==> config.mk <==
export PLATFORM = sky130hd
export DESIGN_NAME = pc_run_ctrl
export DESIGN_NICKNAME = d
export VERILOG_FILES = /design/src/rtl/pc_run_ctrl.sv
export SDC_FILE = /design/constraint.sdc
export NUM_CORES = 1
export LEC_CHECK = 0
export ABC_AREA = 1
export BUFFER_PORTS_ARGS = -buffer_cell sky130_fd_sc_hd__buf_4
export CAP_MARGIN = 20
export CORE_AREA = 2 2 39 41
export CTS_CLUSTER_SIZE = 14
export DETAILED_ROUTE_END_ITERATION = 8
export DIE_AREA = 0 0 41 43
export PLACE_DENSITY_LB_ADDON = 0.25
export SETUP_SLACK_MARGIN = 0.4
export SLEW_MARGIN = 20
export SYNTH_ARGS = -nofsm -noshare
export SYNTH_HDL_FRONTEND = slang
export SYNTH_SLANG_ARGS = --single-unit
export TNS_END_PERCENT = 50
==> constraint.sdc <==
create_clock -name i_clk -period 1 [get_ports i_clk]
set_input_delay 0.15 -clock i_clk [delete_from_list [all_inputs] [get_ports i_clk]]
set_output_delay 0.15 -clock i_clk [all_outputs]
set_load 0.01 [all_outputs]
==> src/rtl/pc_run_ctrl.sv <==
// Run/step sequencer deciding when the IF-stage PC and the pipeline registers advance.
// Optional cycle counter output enabled by defining PC_RUN_CTRL_CYCLE_CNT_EN.
module pc_run_ctrl #(
    parameter int unsigned DRAIN_CYCLES = 4,
    parameter int unsigned NB_CNT       = 32
) (
    input  logic              i_clk,
    input  logic              i_reset,
    input  logic              i_start,
    input  logic              i_mode_step,
    input  logic              i_step,
    input  logic              i_stall,
    input  logic              i_halt,
    output logic              o_pc_enable,
    output logic              o_pipe_enable,
    output logic              o_done,
`ifdef PC_RUN_CTRL_CYCLE_CNT_EN
    output logic [2:0]        o_state,
    output logic [NB_CNT-1:0] o_cycle_cnt
`else
    output logic [2:0]        o_state
`endif
);

    localparam int unsigned CntW = (DRAIN_CYCLES > 1) ? $clog2(DRAIN_CYCLES) : 1;
    localparam logic [CntW-1:0] DrainLoad = CntW'(DRAIN_CYCLES - 1);

    typedef enum logic [2:0] {
        StIdle     = 3'd0,
        StRun      = 3'd1,
        StStepWait = 3'd2,
        StStepExec = 3'd3,
        StDrain    = 3'd4,
        StDone     = 3'd5
    } state_e;

    state_e          state_q, state_d;
    logic [CntW-1:0] drain_q, drain_d;
    logic            step_q;
    logic            step_rise;
    logic            pc_en;
    logic            pipe_en;

    assign step_rise = i_step & ~step_q;

    always_ff @(posedge i_clk) begin
        if (i_reset) begin
            state_q <= StIdle;
            drain_q <= '0;
            step_q  <= 1'b0;
        end else begin
            state_q <= state_d;
            drain_q <= drain_d;
            step_q  <= i_step;
        end
    end

    always_comb begin
        state_d = state_q;
        drain_d = drain_q;
        pc_en   = 1'b0;
        pipe_en = 1'b0;
        case (state_q)
            StIdle: begin
                if (i_start) begin
                    state_d = i_mode_step ? StStepWait : StRun;
                end
            end
            StRun: begin
                pipe_en = 1'b1;
                pc_en   = ~i_halt & ~i_stall;
                if (i_halt) begin
                    state_d = StDrain;
                    drain_d = DrainLoad;
                end
            end
            StStepWait: begin
                if (step_rise) begin
                    state_d = StStepExec;
                end
            end
            StStepExec: begin
                // A stalled step still clocks the pipeline, inserting a bubble.
                pipe_en = 1'b1;
                pc_en   = ~i_halt & ~i_stall;
                if (i_halt) begin
                    state_d = StDrain;
                    drain_d = DrainLoad;
                end else begin
                    state_d = StStepWait;
                end
            end
            StDrain: begin
                pipe_en = 1'b1;
                if (drain_q == '0) begin
                    state_d = StDone;
                end else begin
                    drain_d = drain_q - 1'b1;
                end
            end
            StDone: begin
                state_d = StDone;
            end
            default: begin
                state_d = StIdle;
            end
        endcase
    end

    // Reset must force the enables low even though they are decoded combinationally.
    assign o_pc_enable   = pc_en & ~i_reset;
    assign o_pipe_enable = pipe_en & ~i_reset;
    assign o_done        = (state_q == StDone);
    assign o_state       = state_q;

`ifdef PC_RUN_CTRL_CYCLE_CNT_EN
    logic [NB_CNT-1:0] cycle_cnt_q;

    always_ff @(posedge i_clk) begin
        if (i_reset) begin
            cycle_cnt_q <= '0;
        end else if ((state_q == StIdle) && (state_d != StIdle)) begin
            cycle_cnt_q <= '0;
        end else if (pipe_en) begin
            cycle_cnt_q <= cycle_cnt_q + 1'b1;
        end
    end

    assign o_cycle_cnt = cycle_cnt_q;
`else
    logic unused_cnt_cfg;
    assign unused_cnt_cfg = ^NB_CNT;
`endif

endmodule
==> reports/results.ini, run 1 <==
[grt]
grt_start_max_net_pins=9
overflow=0
grt_pass1_vias=419
antenna_found_initial=0
grt_util_all_layers=0.147
grt_pass1_wl_um=1730

[synth]
ys_seq_area_frac=0.311
syn_area_sq_um=387
synth_seq_cells=6
synth_top_area_share=0.311
synth_cell_type_count=16
synth_cells=60
synth_top_cell_by_area=dfxtp_1
avgSynthCellArea_sq_um=6.44
ys_warn_count=0
syn_nets=68
synth_area_leaders=dfxtp_1, inv_1, nand2_1

[cells_and_area]
areaGrowthSynthToFinish_pct=74.1
nets=95
drive_above_1_share=0.624
antennaDiodeCount=0
instances_no_fill=101

[worst_setup_path]
critPathRequiredTime_ps=850
crit_start=o_state[1]
r2r_cells=7
r2r-end=o_state[1]
worst-path-stages=4
max_stage_delay_ps=360
critical_path.top_delay_family=flip-flops
worstPathArrival_ps=1040
r2r_setup_slack_ps=-170
path_buf_inv=1
timing.rr.start=o_state[0]
end_kind=primary output
crit_end=o_pipe_enable
crit_path_start_kind=register
critical_path.slowest_cell=dfxtp_4
crit_chain=nor2_4 > nand2_1 > a21oi_1 > buf_4
crit_fanout=4
setup.worst_path.class=register to primary output

[timing]
period_share=1.19
rsz0062_at_grt=yes
worstMarginPinSlew_ps=175
max_slew_margin=0.883
maxSlewViolCount=0
skew_ps=3.70
final.setup.worst_slack_ps=-194
clock.fmax_mhz=838
fin_crit_ps=1190
finalSetupViolCount=11
fin_hold_ws_ps=125
final_hold_viol_count=0

[floorplan]
start_util=0.279
chipHeight_um=43
num_rows=14
dieArea_sq_um=1760
die_w_um=41
pin_count=13
core-area_sq_um=1380

[worst_hold_path]
holdCritPathClass=input port to register

[power_and_ir_drop]
power.switching_w=0.000873
p_total_w=0.00204
ir_drop_mv=1.14
netSwitchingFraction=0.428
power_density_nw_per_um2=3030
p_int_w=0.00117
pwr-share-comb=0.636
clkPwrFrac=0.109
seqPwrFrac=0.255
p_leak_nw=0.322

[route]
wirelength_um=1030
vias=455
routed_via_density=4.50
antenna_left=0
drtPass1Iterations=2
drc=0
dr.first_iter.drc_count=8
avgRoutedWirePerCell_um=10.2

[clocking]
insertion_delay_ps=240
root_buffer=clkbuf_4
htreeDepth=1
numCtsBuffers=3
clkTransAtPathRegs_ps=40
clockBufferDepth=2
cts_tree=done
cts.sinks=6

[status]
violations=negative setup slack
outcome=finished with violations

[placement]
place_hpwl_um=731
placedCellCount=91
place_ws_ps=-32.8
portBuffers=12
gp_congestion=0.785

[flow_run]
cap_violations=0

cell families after synthesis:
group                      count (synthesis)  synth area share
DFF                                        6             0.311
adders and majority gates                  1            0.0324
AOI/OAI and AO/OA                          8             0.104
and+or+nand+nor                           31             0.417
buffers and inverters                     14             0.136
cell type report:
type / count / area, sq um
clock buffers: 3 / 22.5
fillers: 146 / 711
inverters: 13 / 51.3
multi-input cells: 40 / 273
flip-flops and latches: 6 / 134
well taps: 16 / 20.0
repair buffers: 23 / 173
through the flow:
step	setup TNS (ps)	area (sq um)	utilization
6_report	-1380	673	0.486
5_1_grt	-1990	673	0.486
4_1_cts	-1360	644	0.466
3_5_place_dp	-132	562	0.406
3_3_place_gp	-128	562	0.406
2_1_floorplan	0	425	-
flip-flops by register name, summed over array words and instances (netlist names):
signal / flops
o_state: 3
drain_q: 2
step_q: 1
Yosys cell counts:
| master | count |
|---|---|
| a21oi_1 | 7 |
| clkbuf_1 | 1 |
| nand4_1 | 1 |
| nor2_1 | 5 |
| nand2_2 | 1 |
| o21ai_0 | 1 |
| nand3_1 | 7 |
| nand2_1 | 10 |
| inv_2 | 2 |
| nor3_1 | 1 |
| nor2_2 | 2 |
| inv_1 | 11 |
| ha_1 | 1 |
| nand3_2 | 2 |
| dfxtp_1 | 6 |
| nor3_2 | 2 |
power by group through the flow:
stage          registers, W  clock network [W]  logic [W]
2_1_floorplan      0.000489                  0   0.000677
3_3_place_gp       0.000467                  0    0.00106
3_5_place_dp       0.000470                  0    0.00106
4_1_cts            0.000501           0.000236    0.00124
5_1_grt            0.000532           0.000249    0.00146
6_report           0.000522           0.000222    0.00130
cells in the final DEF (no fill, tap or decap), types with 2 or more instances in the layout:
cell / Yosys / routed
nand3_2: 2 / 4
nand2_1: 10 / 9
nor2_1: 5 / 5
nor3_2: 2 / 3
buf_4: 0 / 23
dfxtp_4: 0 / 3
a21oi_1: 7 / 4
nand2_2: 1 / 2
dfxtp_2: 0 / 2
nand3_1: 7 / 4
a21oi_2: 0 / 3
clkbuf_4: 0 / 3
inv_1: 11 / 7
inv_2: 2 / 5
metal layers:
layer	vias to the layer above	track usage	part of all wire
met5	-	0	0
met4	0	0.0200	0
met3	0	0.0785	0.054
met2	10	0.238	0.53
met1	203	0.168	0.42
li1	242	-	-
worst min path at each step:
stage,from,endpoint,cells after the start
2_1_floorplan,i_step,step_q,2
3_3_place_gp,i_step,step_q,3
3_5_place_dp,i_step,step_q,3
4_1_cts,i_step,step_q,3
5_1_grt,i_step,step_q,3
6_report,i_step,step_q,3
tightest hold or removal path: stages:
cell and delay [ps]:
buf_4 80, inv_1 30, nor2_1 70
repair_timing:
| action | CTS | global route |
|---|---|---|
| hold buffers | 0 | 0 |
| buffers inserted | 5 | 2 |
| setup endpoints to repair | 11 | 11 |
| pin swaps | 1 | 2 |
| gates resized for setup | 7 | 4 |
Power figures use the tool's default switching activity.
==> run 2: changes to the inputs <==
Settings changed: ABC_AREA 1 to not set, CTS_CLUSTER_DIAMETER set to 30.
==> reports/results.ini, run 2 <==
[status]
outcome=finished with violations  ; unchanged
violations=negative setup slack  ; unchanged

[floorplan]
start_util=0.231  ; was 0.279
die_w_um=41  ; unchanged
num_rows=14  ; unchanged
pin_count=13  ; unchanged
chipHeight_um=43  ; unchanged
core-area_sq_um=1380  ; unchanged
dieArea_sq_um=1760  ; unchanged

[synth]
synth_simple_gate_area_frac=0.348  ; was 0.417
avgSynthCellArea_sq_um=9.15  ; was 6.44 sq um
async_flop_share=0  ; unchanged
synth_cell_type_count=17  ; was 16
synth_ff_type=dfxtp_1  ; unchanged
synth_area_leaders=dfxtp_1, nor4b_2, a21oi_1  ; was dfxtp_1, inv_1, nand2_1
ys_warn_count=0  ; unchanged
synth_top_cell_by_area=dfxtp_1  ; unchanged
synth_xor_area_frac=0  ; unchanged
synthMuxAreaShare=0  ; unchanged
synth_seq_cells=6  ; unchanged
synthAdderAreaFrac=0.0391  ; was 0.0324
synth_edf_count=0  ; unchanged
synth_top_area_share=0.375  ; was 0.311
synth_compound_area_frac=0.168  ; was 0.104
synth_top_family_by_area=simple AND/OR/NAND/NOR gates  ; unchanged
synth.most_common_cell=dfxtp_1  ; was inv_1
ys_seq_area_frac=0.375  ; was 0.311
yosys-top-cells-count=dfxtp_1, nor2_1, a21oi_1, inv_1, nor3_1  ; was inv_1, nand2_1, a21oi_1, nand3_1, dfxtp_1
synth_cells=35  ; was 60
syn_area_sq_um=320  ; was 387 sq um
syn_nets=43  ; was 68

[timing]
fin_crit_ps=1240  ; was 1190 ps
fin_hold_ws_ps=140  ; was 125 ps
rsz0062_at_grt=yes  ; unchanged
clock.fmax_mhz=805  ; was 838 MHz
finalSetupViolCount=9  ; was 11
final.setup.worst_slack_ps=-243  ; was -194 ps
worstMarginPinSlew_ps=248  ; was 175 ps
final_hold_viol_count=0  ; unchanged
skew_ps=0.411  ; was 3.70 ps
max_slew_margin=0.834  ; was 0.883
maxSlewViolCount=0  ; unchanged
period_share=1.24  ; was 1.19

[power_and_ir_drop]
power_density_nw_per_um2=1390  ; was 3030 nW/um^2
p_int_w=0.000633  ; was 0.00117 W
p_leak_nw=0.269  ; was 0.322 nW
pwr-share-comb=0.410  ; was 0.636
ir_drop_mv=0.732  ; was 1.14 mV
p_total_w=0.000895  ; was 0.00204 W
power.switching_w=0.000263  ; was 0.000873 W
netSwitchingFraction=0.293  ; was 0.428
seqPwrFrac=0.342  ; was 0.255
clkPwrFrac=0.249  ; was 0.109

[worst_setup_path]
r2r_setup_slack_ps=-200  ; was -170 ps
crit_chain=nor2b_4 > nor4b_4 > buf_4  ; was nor2_4 > nand2_1 > a21oi_1 > buf_4
critPathRequiredTime_ps=850  ; about the same
crit_path_start_kind=register  ; unchanged
max_stage_delay_ps=370  ; was 360 ps
worst-path-stages=3  ; was 4
r2r-end=drain_q[1]  ; was o_state[1]
path_buf_inv=1  ; unchanged
timing.rr.start=drain_q[1]  ; was o_state[0]
crit_start=o_state[0]  ; was o_state[1]
crit_fanout=4  ; unchanged
worstPathArrival_ps=1090  ; was 1040 ps
critical_path.slowest_cell=dfxtp_4  ; unchanged
end_kind=primary output  ; unchanged
critical_path.top_delay_family=flip-flops  ; unchanged
crit_end=o_pc_enable  ; was o_pipe_enable
r2r_cells=5  ; was 7
setup.worst_path.class=register to primary output  ; unchanged

[route]
vias=362  ; was 455
routed_via_density=4.70  ; was 4.50
antenna_left=0  ; unchanged
avgRoutedWirePerCell_um=11.4  ; was 10.2 um
drtPass1Iterations=2  ; unchanged
wirelength_um=879  ; was 1030 um
drc=0  ; unchanged
dr.first_iter.drc_count=3  ; was 8

[placement]
portBuffers=12  ; unchanged
place_ws_ps=-224  ; was -32.8 ps
place_hpwl_um=588  ; was 731 um
gp_congestion=0.626  ; was 0.785

[cells_and_area]
areaGrowthSynthToFinish_pct=101  ; was 74.1%
nFillCells=147  ; was 146
nets=71  ; was 95
antennaDiodeCount=0  ; unchanged
largest_reg_flops=3  ; unchanged
drive_above_1_share=0.754  ; was 0.624
final_cell_mix=buf_4, buf_6  ; was buf_4, nand2_1, inv_1
final_common_cell=buf_4  ; unchanged

[clocking]
htreeDepth=1  ; unchanged
numCtsBuffers=3  ; unchanged
cts.sinks=6  ; unchanged
clkTransAtPathRegs_ps=50  ; was 40 ps
root_buffer=clkbuf_4  ; unchanged
clockBufferDepth=2  ; unchanged
insertion_delay_ps=240  ; about the same
cts_hold_buf=0  ; unchanged
cts_tree=done  ; unchanged

[grt]
grt_pass1_wl_um=1440  ; was 1730 um
grt_start_max_net_pins=9  ; unchanged
antenna_found_initial=0  ; unchanged
grt_util_all_layers=0.124  ; was 0.147
grt_pass1_vias=342  ; was 419
overflow=0  ; unchanged

[worst_hold_path]
holdCritPathClass=input port to register  ; unchanged

[flow_run]
cap_violations=0  ; unchanged

run 2: changes by cell type in the layout (fill, tap and decap cells not counted), moves of 4 or more:
| cell | delta |
|---|---|
| nand3_1 | -4 |
| buf_6 | +8 |
| nand2_1 | -7 |
| inv_1 | -6 |
| buf_4 | -7 |
| nand3_2 | -4 |
run 2: stage by stage:
stage	area (sq um)	utilization	TNS, ps	cells
detailed placement	509	0.368	-659	69
global route	643	0.465	-1880	77
global placement	509	0.368	-597	69
floorplan	358	-	-404	35
CTS	598	0.432	-1440	76
finish	643	0.465	-1250	77
run 2: final cells by class:
type	instances	area [sq um]	share of cell area
clock buffers	3	22.5	0.0350
inverters	3	11.3	0.0175
well taps	16	20.0	0.0311
repair buffers	24	210	0.327
flip-flops and latches	6	131	0.204
multi-input cells	25	248	0.385
run 2: cell families after synthesis:
logic type,after synthesis
AND/OR/NAND/NOR,17
AO/OA/AOI/OAI,7
flip-flops,6
buffers and inverters,4
adder cells (fa/ha/maj),1
run 2: power groups by stage:
| stage | registers [W] | logic [W] | clock network [W] |
|---|---|---|---|
| global route | 0.000310 | 0.000396 | 0.000263 |
| global placement | 0.000314 | 0.000254 | 0 |
| CTS | 0.000300 | 0.000321 | 0.000245 |
| finish | 0.000306 | 0.000367 | 0.000223 |
| detailed placement | 0.000313 | 0.000256 | 0 |
| floorplan | 0.000312 | 0.000136 | 0 |
run 2: worst min-delay path by stage:
stage | start | cells past startpoint | to
2_1_floorplan | i_reset | 1 | o_state[2]
3_3_place_gp | i_step | 2 | step_q
3_5_place_dp | i_step | 2 | step_q
4_1_cts | i_step | 2 | step_q
5_1_grt | i_step | 2 | step_q
6_report | i_step | 2 | step_q
run 2: routing by layer:
metal  global-route usage  share of wire  up-vias
met5                    0              0        -
met4                0.100         0.0046        0
met3               0.0314          0.047        2
met2                0.172           0.51        8
li1                     -              -      180
met1                0.154           0.43      172
run 2: what timing repair did:
item                                    4_1_cts  5_1_grt
buffers inserted                              4        1
pin swaps                                     2        2
endpoints found under the setup margin       11       11
gates resized for setup                      11        9
==> run 3: changes to the inputs <==
Settings changed: CTS_CLUSTER_SIZE 14 to 24, SKIP_CTS_REPAIR_TIMING set to 1.
==> reports/results.ini, run 3 (synthesis results as in run 2) <==
[clocking]
clkTransAtPathRegs_ps=50  ; about the same
cts_tree=done  ; unchanged
htreeDepth=1  ; unchanged
root_buffer=clkbuf_4  ; unchanged
clockBufferDepth=2  ; unchanged
numCtsBuffers=3  ; unchanged
insertion_delay_ps=240  ; about the same
cts.sinks=6  ; unchanged

[cells_and_area]
nets=72  ; was 71
antennaDiodeCount=0  ; unchanged
nFillCells=144  ; was 147
drive_above_1_share=0.758  ; was 0.754
areaGrowthSynthToFinish_pct=100  ; was 101%
final_common_cell=buf_4  ; unchanged
stdcell_area_sq_um=642  ; was 643 sq um
largest_reg_flops=3  ; unchanged

[power_and_ir_drop]
ir_drop_mv=0.707  ; was 0.732 mV
power_density_nw_per_um2=1390  ; about the same
p_leak_nw=0.279  ; was 0.269 nW

[floorplan]
pin_count=13  ; unchanged
chipHeight_um=43  ; unchanged
die_w_um=41  ; unchanged
start_util=0.231  ; unchanged
dieArea_sq_um=1760  ; unchanged
num_rows=14  ; unchanged
core-area_sq_um=1380  ; unchanged

[flow_run]
cap_violations=0  ; unchanged

[timing]
final.setup.worst_slack_ps=-269  ; was -243 ps
final_hold_viol_count=0  ; unchanged
max_slew_margin=0.822  ; was 0.834
maxSlewViolCount=0  ; unchanged
skew_ps=1.24  ; was 0.411 ps
tns_ps=-1220  ; was -1250 ps
finalSetupViolCount=9  ; unchanged
clock.fmax_mhz=788  ; was 805 MHz
rsz0062_at_grt=yes  ; unchanged
period_share=1.27  ; was 1.24
worstMarginPinSlew_ps=266  ; was 248 ps
fin_crit_ps=1270  ; was 1240 ps

[worst_setup_path]
setup.worst_path.class=register to primary output  ; unchanged
crit_path_start_kind=register  ; unchanged
r2r_setup_slack_ps=-220  ; was -200 ps
r2r-end=drain_q[0]  ; was drain_q[1]
crit_fanout=5  ; was 4
crit_start=o_state[0]  ; unchanged
r2r_cells=5  ; unchanged
timing.rr.start=drain_q[1]  ; unchanged
critical_path.slowest_cell=dfxtp_4  ; unchanged
crit_chain=nor2b_4 > nor4b_4 > buf_4  ; unchanged
end_kind=primary output  ; unchanged
worstPathArrival_ps=1120  ; was 1090 ps
max_stage_delay_ps=380  ; was 370 ps
critPathRequiredTime_ps=850  ; about the same

[status]
violations=negative setup slack  ; unchanged
outcome=finished with violations  ; unchanged

[grt]
grt_busiest_layer=met2  ; unchanged
overflow=0  ; unchanged
met2_usage=0.150  ; was 0.172
grt_pass1_vias=315  ; was 342
grtUsageMet3=0.0314  ; unchanged
antenna_found_initial=0  ; unchanged
grt_start_max_net_pins=10  ; was 9
grt_util_all_layers=0.113  ; was 0.124
grt_pass1_wl_um=1310  ; was 1440 um
met1_usage=0.141  ; was 0.154

[worst_hold_path]
whs_path_depth=2  ; unchanged
min_to=step_q  ; unchanged
min_from=i_step  ; unchanged
holdCritPathClass=input port to register  ; unchanged

[placement]
portBuffers=12  ; unchanged
place_ws_ps=-224  ; unchanged
place_hpwl_um=588  ; unchanged
placed_cell_area_sq_um=509  ; unchanged
gp_congestion=0.626  ; unchanged

[route]
vias=358  ; was 362
avgRoutedWirePerCell_um=10.9  ; was 11.4 um
antenna_left=0  ; unchanged
drtPass1Iterations=4  ; was 2
drc=0  ; unchanged
dr.first_iter.drc_count=4  ; was 3
wirelength_um=850  ; was 879 um
routed_via_density=4.59  ; was 4.70

[run 3: area by class of cell]
| type | instances | area (sq um) | area share |
|---|---|---|---|
| clock buffer | 3 | 22.5 | 0.0351 |
| tap | 16 | 20.0 | 0.0312 |
| sequential | 6 | 131 | 0.205 |
| timing repair buffer | 25 | 199 | 0.310 |
| inverter | 3 | 11.3 | 0.0175 |
| multi-input combinational | 25 | 258 | 0.402 |
[run 3: critical path: cells and delay by family (launching register included)]
| family | cells | cell delay (ps) |
|---|---|---|
| DFF | 1 | 380 |
| and+or+nand+nor | 2 | 340 |
| buffers and inverters | 1 | 160 |
[run 3: worst max path at each step]
stage / endpoint / slack (ps) / cells after the start
final: o_pc_enable / -270 / 3
after detailed placement: drain_q[0] / -220 / 5
after floorplan: drain_q[0] / -150 / 5
after global routing: o_pc_enable / -330 / 3
after CTS: o_pc_enable / -360 / 3
after global placement: drain_q[1] / -190 / 5
[run 3: layer usage]
layer | vias up | part of all wire
met3 | 2 | 0.056
met2 | 8 | 0.51
li1 | 180 | -
met1 | 168 | 0.43
met4 | 0 | 0.0047
met5 | - | 0
[run 3: metrics by stage]
step | utilization | hold slack [ps] | std cells | total power (W)
global route | 0.464 | 157 | 78 | 0.000965
finish | 0.464 | 142 | 78 | 0.000892
CTS | 0.384 | 128 | 72 | 0.000810
floorplan | - | 215 | 35 | 0.000448
detailed placement | 0.368 | 386 | 69 | 0.000569
global placement | 0.368 | 375 | 69 | 0.000567
[run 3: power breakdown]
group / leakage [nW] / internal [W] / switching [W]
clock: 0.0138 / 0.000136 / 0.0000894
combinational: 0.213 / 0.000220 / 0.000139
sequential: 0.0520 / 0.000272 / 0.0000372
total: 0.279 / 0.000627 / 0.000265
